--- src/rtl/axi4_burst_master.sv ---
// ---------------------------------------------------------------------------
// axi4_burst_master
//   AXI4 initiator that turns one user command into one INCR read or write
//   burst. Only one transaction is in flight at a time. Write beats come from
//   a valid/ready user stream and read beats leave on another one. A
//   one-cycle done pulse reports the worst response seen.
//
// Ports
//   axi_aclk, axi_resetn     clock, asynchronous active-low reset
//   cmd_*                    command handshake (write flag, byte address,
//                            beats-1)
//   usr_w*                   user write-beat stream into the master
//   usr_r*                   user read-beat stream out of the master
//   done, done_resp          completion pulse and its worst response
//   axi_aw/w/b/ar/r*         AXI4 master interface
//
// State table
//   S_IDLE  | cmd_ready high, waiting for a command
//   S_WADDR | awvalid held until awready
//   S_WDATA | user write beats passed through to W, beat counter running
//   S_WRESP | bready high, waiting for the write response
//   S_RADDR | arvalid held until arready
//   S_RDATA | R beats passed through to the user stream, beat counter running
//   S_ERR   | burst would cross a 4 KB page; no bus activity
//   S_DONE  | done pulse; cmd_ready still low
// ---------------------------------------------------------------------------
module axi4_burst_master #(
   parameter int         ADDR_WIDTH = 32,
   parameter int         DATA_WIDTH = 32,
   parameter logic [7:0] AXI_ID     = 8'd0
) (
   input  logic                      axi_aclk,
   input  logic                      axi_resetn,

   input  logic                      cmd_valid,
   output logic                      cmd_ready,
   input  logic                      cmd_write,
   input  logic [ADDR_WIDTH-1:0]     cmd_addr,
   input  logic [7:0]                cmd_len,

   input  logic [DATA_WIDTH-1:0]     usr_wdata,
   input  logic                      usr_wvalid,
   output logic                      usr_wready,

   output logic [DATA_WIDTH-1:0]     usr_rdata,
   output logic                      usr_rvalid,
   output logic                      usr_rlast,
   input  logic                      usr_rready,

   output logic                      done,
   output logic [1:0]                done_resp,

   output logic [7:0]                axi_awid,
   output logic [ADDR_WIDTH-1:0]     axi_awaddr,
   output logic [7:0]                axi_awlen,
   output logic [2:0]                axi_awsize,
   output logic [1:0]                axi_awburst,
   output logic                      axi_awlock,
   output logic [3:0]                axi_awcache,
   output logic [2:0]                axi_awprot,
   output logic [3:0]                axi_awqos,
   output logic [3:0]                axi_awregion,
   output logic                      axi_awvalid,
   input  logic                      axi_awready,

   output logic [DATA_WIDTH-1:0]     axi_wdata,
   output logic [DATA_WIDTH/8-1:0]   axi_wstrb,
   output logic                      axi_wlast,
   output logic                      axi_wvalid,
   input  logic                      axi_wready,

   input  logic [7:0]                axi_bid,
   input  logic [1:0]                axi_bresp,
   input  logic                      axi_bvalid,
   output logic                      axi_bready,

   output logic [7:0]                axi_arid,
   output logic [ADDR_WIDTH-1:0]     axi_araddr,
   output logic [7:0]                axi_arlen,
   output logic [2:0]                axi_arsize,
   output logic [1:0]                axi_arburst,
   output logic                      axi_arlock,
   output logic [3:0]                axi_arcache,
   output logic [2:0]                axi_arprot,
   output logic [3:0]                axi_arqos,
   output logic [3:0]                axi_arregion,
   output logic                      axi_arvalid,
   input  logic                      axi_arready,

   input  logic [7:0]                axi_rid,
   input  logic [DATA_WIDTH-1:0]     axi_rdata,
   input  logic [1:0]                axi_rresp,
   input  logic                      axi_rlast,
   input  logic                      axi_rvalid,
   output logic                      axi_rready
);

   localparam int BYTES = DATA_WIDTH / 8;
   localparam int SIZE  = $clog2(BYTES);

   typedef enum logic [2:0] {
      S_IDLE,
      S_WADDR,
      S_WDATA,
      S_WRESP,
      S_RADDR,
      S_RDATA,
      S_ERR,
      S_DONE
   } state_t;

   state_t                  state;
   logic [ADDR_WIDTH-1:0]   addr_q;
   logic [7:0]              len_q;
   logic [7:0]              cnt;
   logic [1:0]              rd_resp_max;
   logic                    rd_mismatch;

   logic [13:0]             span_end;
   logic                    crosses_4k;
   logic                    last_beat;
   logic                    w_hs;
   logic                    r_hs;
   logic                    rlast_bad;
   logic [1:0]              resp_next;

   // End offset of the burst within its page; 14 bits so it never wraps even
   // for 256 beats of 16 bytes starting at offset 0xFFF.
   assign span_end   = 14'(cmd_addr[11:0]) + ((14'(cmd_len) + 14'd1) << SIZE);
   assign crosses_4k = (span_end > 14'd4096);

   assign last_beat  = (cnt == len_q);

   // Constant AXI attributes.
   assign axi_awid     = AXI_ID;
   assign axi_awsize   = 3'(SIZE);
   assign axi_awburst  = 2'b01;
   assign axi_awlock   = 1'b0;
   assign axi_awcache  = 4'd0;
   assign axi_awprot   = 3'd0;
   assign axi_awqos    = 4'd0;
   assign axi_awregion = 4'd0;
   assign axi_arid     = AXI_ID;
   assign axi_arsize   = 3'(SIZE);
   assign axi_arburst  = 2'b01;
   assign axi_arlock   = 1'b0;
   assign axi_arcache  = 4'd0;
   assign axi_arprot   = 3'd0;
   assign axi_arqos    = 4'd0;
   assign axi_arregion = 4'd0;
   assign axi_wstrb    = '1;

   assign axi_awaddr = addr_q;
   assign axi_awlen  = len_q;
   assign axi_araddr = addr_q;
   assign axi_arlen  = len_q;

   // W and R are pure pass-through, qualified by state so nothing leaks onto
   // the bus outside the data phase (and everything drops with reset).
   assign axi_wdata  = usr_wdata;
   assign axi_wvalid = (state == S_WDATA) && usr_wvalid;
   assign usr_wready = (state == S_WDATA) && axi_wready;
   assign axi_wlast  = (state == S_WDATA) && last_beat;
   assign w_hs       = axi_wvalid && axi_wready;

   assign usr_rdata  = axi_rdata;
   assign usr_rvalid = (state == S_RDATA) && axi_rvalid;
   assign axi_rready = (state == S_RDATA) && usr_rready;
   assign usr_rlast  = usr_rvalid && last_beat;
   assign r_hs       = usr_rvalid && usr_rready;

   assign rlast_bad  = (axi_rlast != last_beat);
   assign resp_next  = (axi_rresp > rd_resp_max) ? axi_rresp : rd_resp_max;

   always_ff @(posedge axi_aclk or negedge axi_resetn) begin
      if (!axi_resetn) begin
         state       <= S_IDLE;
         cmd_ready   <= 1'b0;
         axi_awvalid <= 1'b0;
         axi_arvalid <= 1'b0;
         axi_bready  <= 1'b0;
         done        <= 1'b0;
         done_resp   <= 2'b00;
         cnt         <= 8'd0;
         addr_q      <= '0;
         len_q       <= 8'd0;
         rd_resp_max <= 2'b00;
         rd_mismatch <= 1'b0;
      end else begin
         done <= 1'b0;
         case (state)
            S_IDLE: begin
               if (cmd_valid && cmd_ready) begin
                  cmd_ready   <= 1'b0;
                  addr_q      <= cmd_addr;
                  len_q       <= cmd_len;
                  cnt         <= 8'd0;
                  done_resp   <= 2'b00;
                  rd_resp_max <= 2'b00;
                  rd_mismatch <= 1'b0;
                  if (crosses_4k) begin
                     state <= S_ERR;
                  end else if (cmd_write) begin
                     state       <= S_WADDR;
                     axi_awvalid <= 1'b1;
                  end else begin
                     state       <= S_RADDR;
                     axi_arvalid <= 1'b1;
                  end
               end else begin
                  // cmd_ready comes up one cycle after reset release.
                  cmd_ready <= 1'b1;
               end
            end

            S_WADDR: begin
               if (axi_awready) begin
                  axi_awvalid <= 1'b0;
                  state       <= S_WDATA;
               end
            end

            S_WDATA: begin
               if (w_hs) begin
                  if (last_beat) begin
                     axi_bready <= 1'b1;
                     state      <= S_WRESP;
                  end else begin
                     cnt <= cnt + 8'd1;
                  end
               end
            end

            S_WRESP: begin
               if (axi_bvalid) begin
                  axi_bready <= 1'b0;
                  done_resp  <= axi_bresp;
                  done       <= 1'b1;
                  state      <= S_DONE;
               end
            end

            S_RADDR: begin
               if (axi_arready) begin
                  axi_arvalid <= 1'b0;
                  state       <= S_RDATA;
               end
            end

            S_RDATA: begin
               if (r_hs) begin
                  if (last_beat) begin
                     // A framing error (rlast out of step with the count)
                     // overrides whatever the slave reported.
                     done_resp <= (rd_mismatch || rlast_bad) ? 2'b10 : resp_next;
                     done      <= 1'b1;
                     state     <= S_DONE;
                  end else begin
                     cnt         <= cnt + 8'd1;
                     rd_resp_max <= resp_next;
                     rd_mismatch <= rd_mismatch || rlast_bad;
                  end
               end
            end

            S_ERR: begin
               done_resp <= 2'b10;
               done      <= 1'b1;
               state     <= S_DONE;
            end

            S_DONE: begin
               cmd_ready <= 1'b1;
               state     <= S_IDLE;
            end

            default: begin
               state <= S_IDLE;
            end
         endcase
      end
   end

   // IDs are constant on this master, so the returned IDs carry no information.
   logic unused_ok;
   assign unused_ok = ^{axi_bid, axi_rid};

endmodule

--- config.mk ---
export PLATFORM = sky130hd
export DESIGN_NAME = axi4_burst_master
export DESIGN_NICKNAME = d
export VERILOG_FILES = /design/src/rtl/axi4_burst_master.sv
export SDC_FILE = /design/constraint.sdc
export NUM_CORES = 1
export LEC_CHECK = 0
export CORE_MARGIN = 10
export CORE_UTILIZATION = 35
export DETAILED_ROUTE_END_ITERATION = 12
export GPL_TIMING_DRIVEN = 0
export PLACE_DENSITY = 0.82
export SYNTH_ARGS = -nofsm -noshare
export SYNTH_HDL_FRONTEND = slang
export SYNTH_SLANG_ARGS = --single-unit
--- constraint.sdc ---
create_clock -name axi_aclk -period 2.6 [get_ports axi_aclk]
set_clock_uncertainty 0.1 [all_clocks]
set_input_delay 0.78 -clock axi_aclk [delete_from_list [all_inputs] [get_ports axi_aclk]]
set_output_delay 0.78 -clock axi_aclk [all_outputs]
set_load 0.005 [all_outputs]
Word level (Yosys, flattened, before mapping) --
Index checks and enable logic that the tools add are counted.
Word-level totals: bits in registers 61, input bits 136, output and inout port bits 219, word-level logic and storage cells 114
Cells by class: add/subtract/negate cells 3, $lt $le $gt $ge 2, eq/ne operators 21, mux-type cells 50, reduce and logical (&&, ||, !) cells 26
Operator list (count):
- 2-to-1 mux 8 bit | 4
- 2-to-1 mux 3 bit | 10
- != test 2 bit, second input constant | 12
- one-hot mux 3 bit (8 select lines) | 1
- one-hot mux 8 bit (3 select lines) | 1
- 2-to-1 mux 1 bit | 18
- 2-to-1 mux 2 bit | 8
- AND reduction 5 bit | 3
- adder 12 x 11 -> 13 bit | 1
- > comparator 13 bit, second input constant | 1
- equality test 3 bit, second input constant | 4
- AND reduction 4 bit | 3
- one-hot mux 1 bit (2 select lines) | 5
- nonzero test 2 bit | 5
- adder 8 x 1 -> 9 bit, second input constant | 1
- logical AND 1 bit | 9
- adder 8 x 1 -> 8 bit, second input constant | 1
- equality test 8 bit | 1
- one-hot mux 2 bit (4 select lines) | 1
- AND reduction 8 bit | 1
- equality test 3 x 2 -> 1 bit, second input constant | 2
- one-hot mux 2 bit (2 select lines) | 1
- nonzero test 4 bit | 1
- equality test 3 x 1 -> 1 bit, second input constant | 1
- other kinds (7) | 7

Longest topological paths before layout --
word-level depth 7, mapped depth 13, gate-level depth less buffers 13

Worst setup path after synthesis --
Ideal clock, no wire load.
path kind in2reg, from input port cmd_len[0], to register state[2], setup time 0.145 ns, arrival 3.316 ns, required time 2.355 ns, path slack -0.960 ns, cell stages on the path 13, path buffers 0, cells stage by stage ha_1 nand3_1 nor2_1 xor2_1 ha_1 a21oi_2 o21a_1 o2111ai_1 or4_4 a2111oi_4 nor2_2 a211oi_1 a2111oi_2
On the way: cells in the longest elaborated chain, start to end 6
RTL lines:
- start, declared | line 39 | input logic [7:0] cmd_len,
- adder 8 x 1 -> 9 bit | line 129 | assign span_end = 14'(cmd_addr[11:0]) + ((14'(cmd_len) + 14'd1) << SIZE);
- adder 12 x 11 -> 13 bit | line 129
- > comparator 13 bit | line 130 | assign crosses_4k = (span_end > 14'd4096);
- 2-to-1 mux 3 bit | line 201 | if (crosses_4k) begin
- 2-to-1 mux 3 bit | line 193 | if (cmd_valid && cmd_ready) begin
- one-hot mux 3 bit (8 select lines) | line 191 | case (state)
- end signal, assigned | line 202 | state <= S_ERR;
- end signal, assigned | line 204 | state <= S_WADDR;
- end signal, assigned | line 207 | state <= S_RADDR;
- end, declared | line 112 | state_t state;
Every way passes these cells. The select of a mux whose other input is x is not followed. A chain may end at the register's enable or synchronous reset.

Worst setup path in the final report --
Ends and elaborated chain as after synthesis.

==> summary.txt <==
Floorplan
  – DIE WIDTH: about 140 um
  – DIE AREA: between 0.015 and 0.02 mm^2
  – Num rows: 42
  – Die Height: 137.6 um
  – IO Count: between 300 and 400
  – Core ar.: approximately 0.013 mm^2
  – Initial Util: 36.11%

Hold path
  – HP Start: axi_bready
  – Tightest Hold Check Type: register to register

STA
  – Final hold slack: 0.4076 ns
  – Setup TNS: -3.842 ns
  – Tcrit/Tclk final: 128.4%
  – Max Slew Vio Count: 0
  – Tmin final: between 3 and 4 ns
  – Final setup violation count: 9
  – RSZ-0062 raised after global routing: yes
  – Fmax: about 300 MHz
  – Slew margin rel.: between 40% and 50%
  – Slew @ Worst Pin: 0.8470 ns
  – Final hold violation count: 0
  – Final setup margin: -0.7385 ns

Layout
  – Ant diodes: 0
  – Share of layout cells above drive strength 1: 40.14%
  – Final Core Density: slightly above 60%
  – Layout area overhead: 71.50%
  – Fin area: around 0.0083 mm^2
  – Nets: 986

Synth
  – Most frequent cells after synthesis: buf_4, dfrtp_1, mux2_2
  – Share of the synthesized area in the top cell type: 31.55%
  – Ys async rst share: 100.0%
  – Most frequent cell after synthesis: buf_4
  – Post-synth EDFFs: 0
  – Synth Area per Inst: 9.395 um^2
  – Post-synthesis sequential area ratio: 31.55%
  – Synth unique cells: 58
  – Synthesized netlist cell count: 515
  – Area leader, netlist: dfrtp_1
  – Synth area leaders: dfrtp_1, buf_4, mux2_2
  – Ys flop type: dfrtp_1
  – Mapped Area: 0.004838 mm^2
  – Yosys warns: 0
  – Synth Register Bits: 61

Outcome
  – Failing checks: setup timing
  – Status: complete, but fails checks

Route
  – Drt first pass iters: 4
  – Post-Route WL: approximately 18,000 um
  – ANT nets after route: 0
  – Vias: approximately 4,400
  – Average wire per standard cell: 17.32 um
  – DRC viols: 0
  – DR vias/cell: between 4 and 5
  – Initial DRC count: 196

Worst setup path
  – Crit-path max FO: 4
  – CP Launch Type: primary input
  – Reg2reg start: cnt[3]
  – Worst Setup End Kind: register
  – WS Path Type: primary input to register
  – Crit path DAT: 3.43 ns
  – Worst Setup SP: cmd_len[0]
  – WP data required: 2.70 ns

CTS
  – Clock sinks: between 60 and 70
  – CTS Buf Count: 9
  – Clk Latency, worst-skew pair: 0.33 ns
  – CTS tree: yes
  – CTS root buffer: clkbuf_16
  – Htree depth: 3
  – Clk pin slew, worst setup/hold paths: 0.05 ns
  – Hold Buf Count CTS: 0
  – Clk buf depth: 2

Placed design
  – DPL Wire Length: 13,680 um
  – Placed Area: 0.007421 mm^2
  – Gpl congestion: 0.8710
  – Dpl ws: -1.716 ns
  – PortBufs: 212

Pwr
  – Worst vdd ir: ~0.6 mV
  – PD cells: 913.5 mW/mm^2
  – LEAKAGE: just under 0.004 uW

Global route
  – Largest net degree at the start of global routing: 62
  – Number of global-route vias before repair: roughly 4,800
  – Tot GR Track Use: approximately 17%
  – First-pass GRT wire length: 25,520 um
  – Residual overflow from global routing: 0
  – Initial antenna violation count: 0

Job
  – Max-Cap Viols: 0
==> power breakdown <==
group	switching [uW]	leakage, uW	internal (uW)
sequential	383	0.000747	1390
combinational	1710	0.00297	2790
clock	447	0.000152	858
total	2540	0.00386	5040
==> metal layers <==
metal | share of wire (%) | GRT usage (%) | vias up
li1 | - | - | 2141
met1 | 35 | 17.27 | 2052
met5 | 0 | 0 | -
met3 | 13 | 9.395 | 23
met2 | 51 | 30.23 | 223
met4 | 1.2 | 5.328 | 0
==> cells by family after synthesis <==
| kind of cell | Yosys count | synth area share, % |
|---|---|---|
| compound gates | 61 | 8.922 |
| xor+xnor | 22 | 3.983 |
| fa+ha+maj | 17 | 4.707 |
| buf+inv | 195 | 28.55 |
| flops | 61 | 31.55 |
| mux | 43 | 10.01 |
| other cells | 2 | 0.1552 |
| simple gates | 114 | 12.13 |
==> path summary, 6_finish.rpt <==
path | end | cells past startpoint | slack [ns]
setup / recovery | state[2] | 14 | -0.74
hold / removal | axi_bready | 1 | 0.41
setup reg to reg | state[1] | 10 | -0.08
hold reg to reg | axi_bready | 1 | 0.41
max in group asynchronous | axi_arlen[3] | 1 | 1.33
min in group asynchronous | axi_arvalid | 1 | 0.43
==> layout by cell type, fill, tap and decap left out, drive strengths merged, types with 3 or more instances in the layout <==
cell,n
conb,62
nor2,33
clkdlybuf4s50,196
nand3,8
a21oi,17
nor3,10
nand2,22
xor2,14
o31ai,3
xnor2,8
clkdlybuf4s15,3
and2,8
inv,17
buf,213
nand4,4
or2,4
mux2,43
and3,8
a211oi,3
ha,15
clkbuf,19
dlygate4sd2,4
dfrtp,61
o21ai,15
nor4,4
==> final cells by class <==
class	instances	area (um^2)
Fill cell	1137	5102
Multi-Input combinational cell	319	2417
Timing Repair Buffer	248	2411
Sequential cell	61	1534
Buffer	177	1336
Clock buffer	11	242.7
Tap cell	176	220.2
Clock inverter	4	72.57
Inverter	17	63.81
==> what timing repair did <==
action / CTS / global route
setup endpoints to repair: 48 / 14
resized for setup: 101 / 16
pin swaps: 31 / 20
buffers inserted: 24 / 12
gates cloned: 0 / 0
==> worst max-delay path, cell delays in order <==
cell and delay [ns]:
buf_8 0.10, ha_4 0.16, buf_4 0.13, xor2_1 0.14, ha_1 0.33, a21oi_2 0.20, o21bai_1 0.12, xor2_1 0.16
or4_4 0.59, a2111oi_4 0.26, buf_4 0.17, o31ai_2 0.05, a21oi_1 0.17, a2111oi_2 0.07
==> flip-flops by register name (all words and copies together), names as in the netlist <==
| name | count |
|---|---|
| axi_arlen | 8 |
| state | 3 |
| cmd_ready | 1 |
| rd_mismatch | 1 |
| axi_arvalid | 1 |
| axi_araddr | 32 |
| axi_awvalid | 1 |
| rd_resp_max | 2 |
| done_resp | 2 |
| cnt | 8 |
| done | 1 |
| axi_bready | 1 |
==> stage by stage <==
step / total power (uW) / cells
2_1_floorplan: 3798 / 575
3_3_place_gp: 5857 / 963
3_5_place_dp: 5929 / 963
4_1_cts: 7540 / 1002
5_1_grt: 8117 / 1013
6_report: 7581 / 1013
Note: power is estimated with default switching activity, not from simulation.
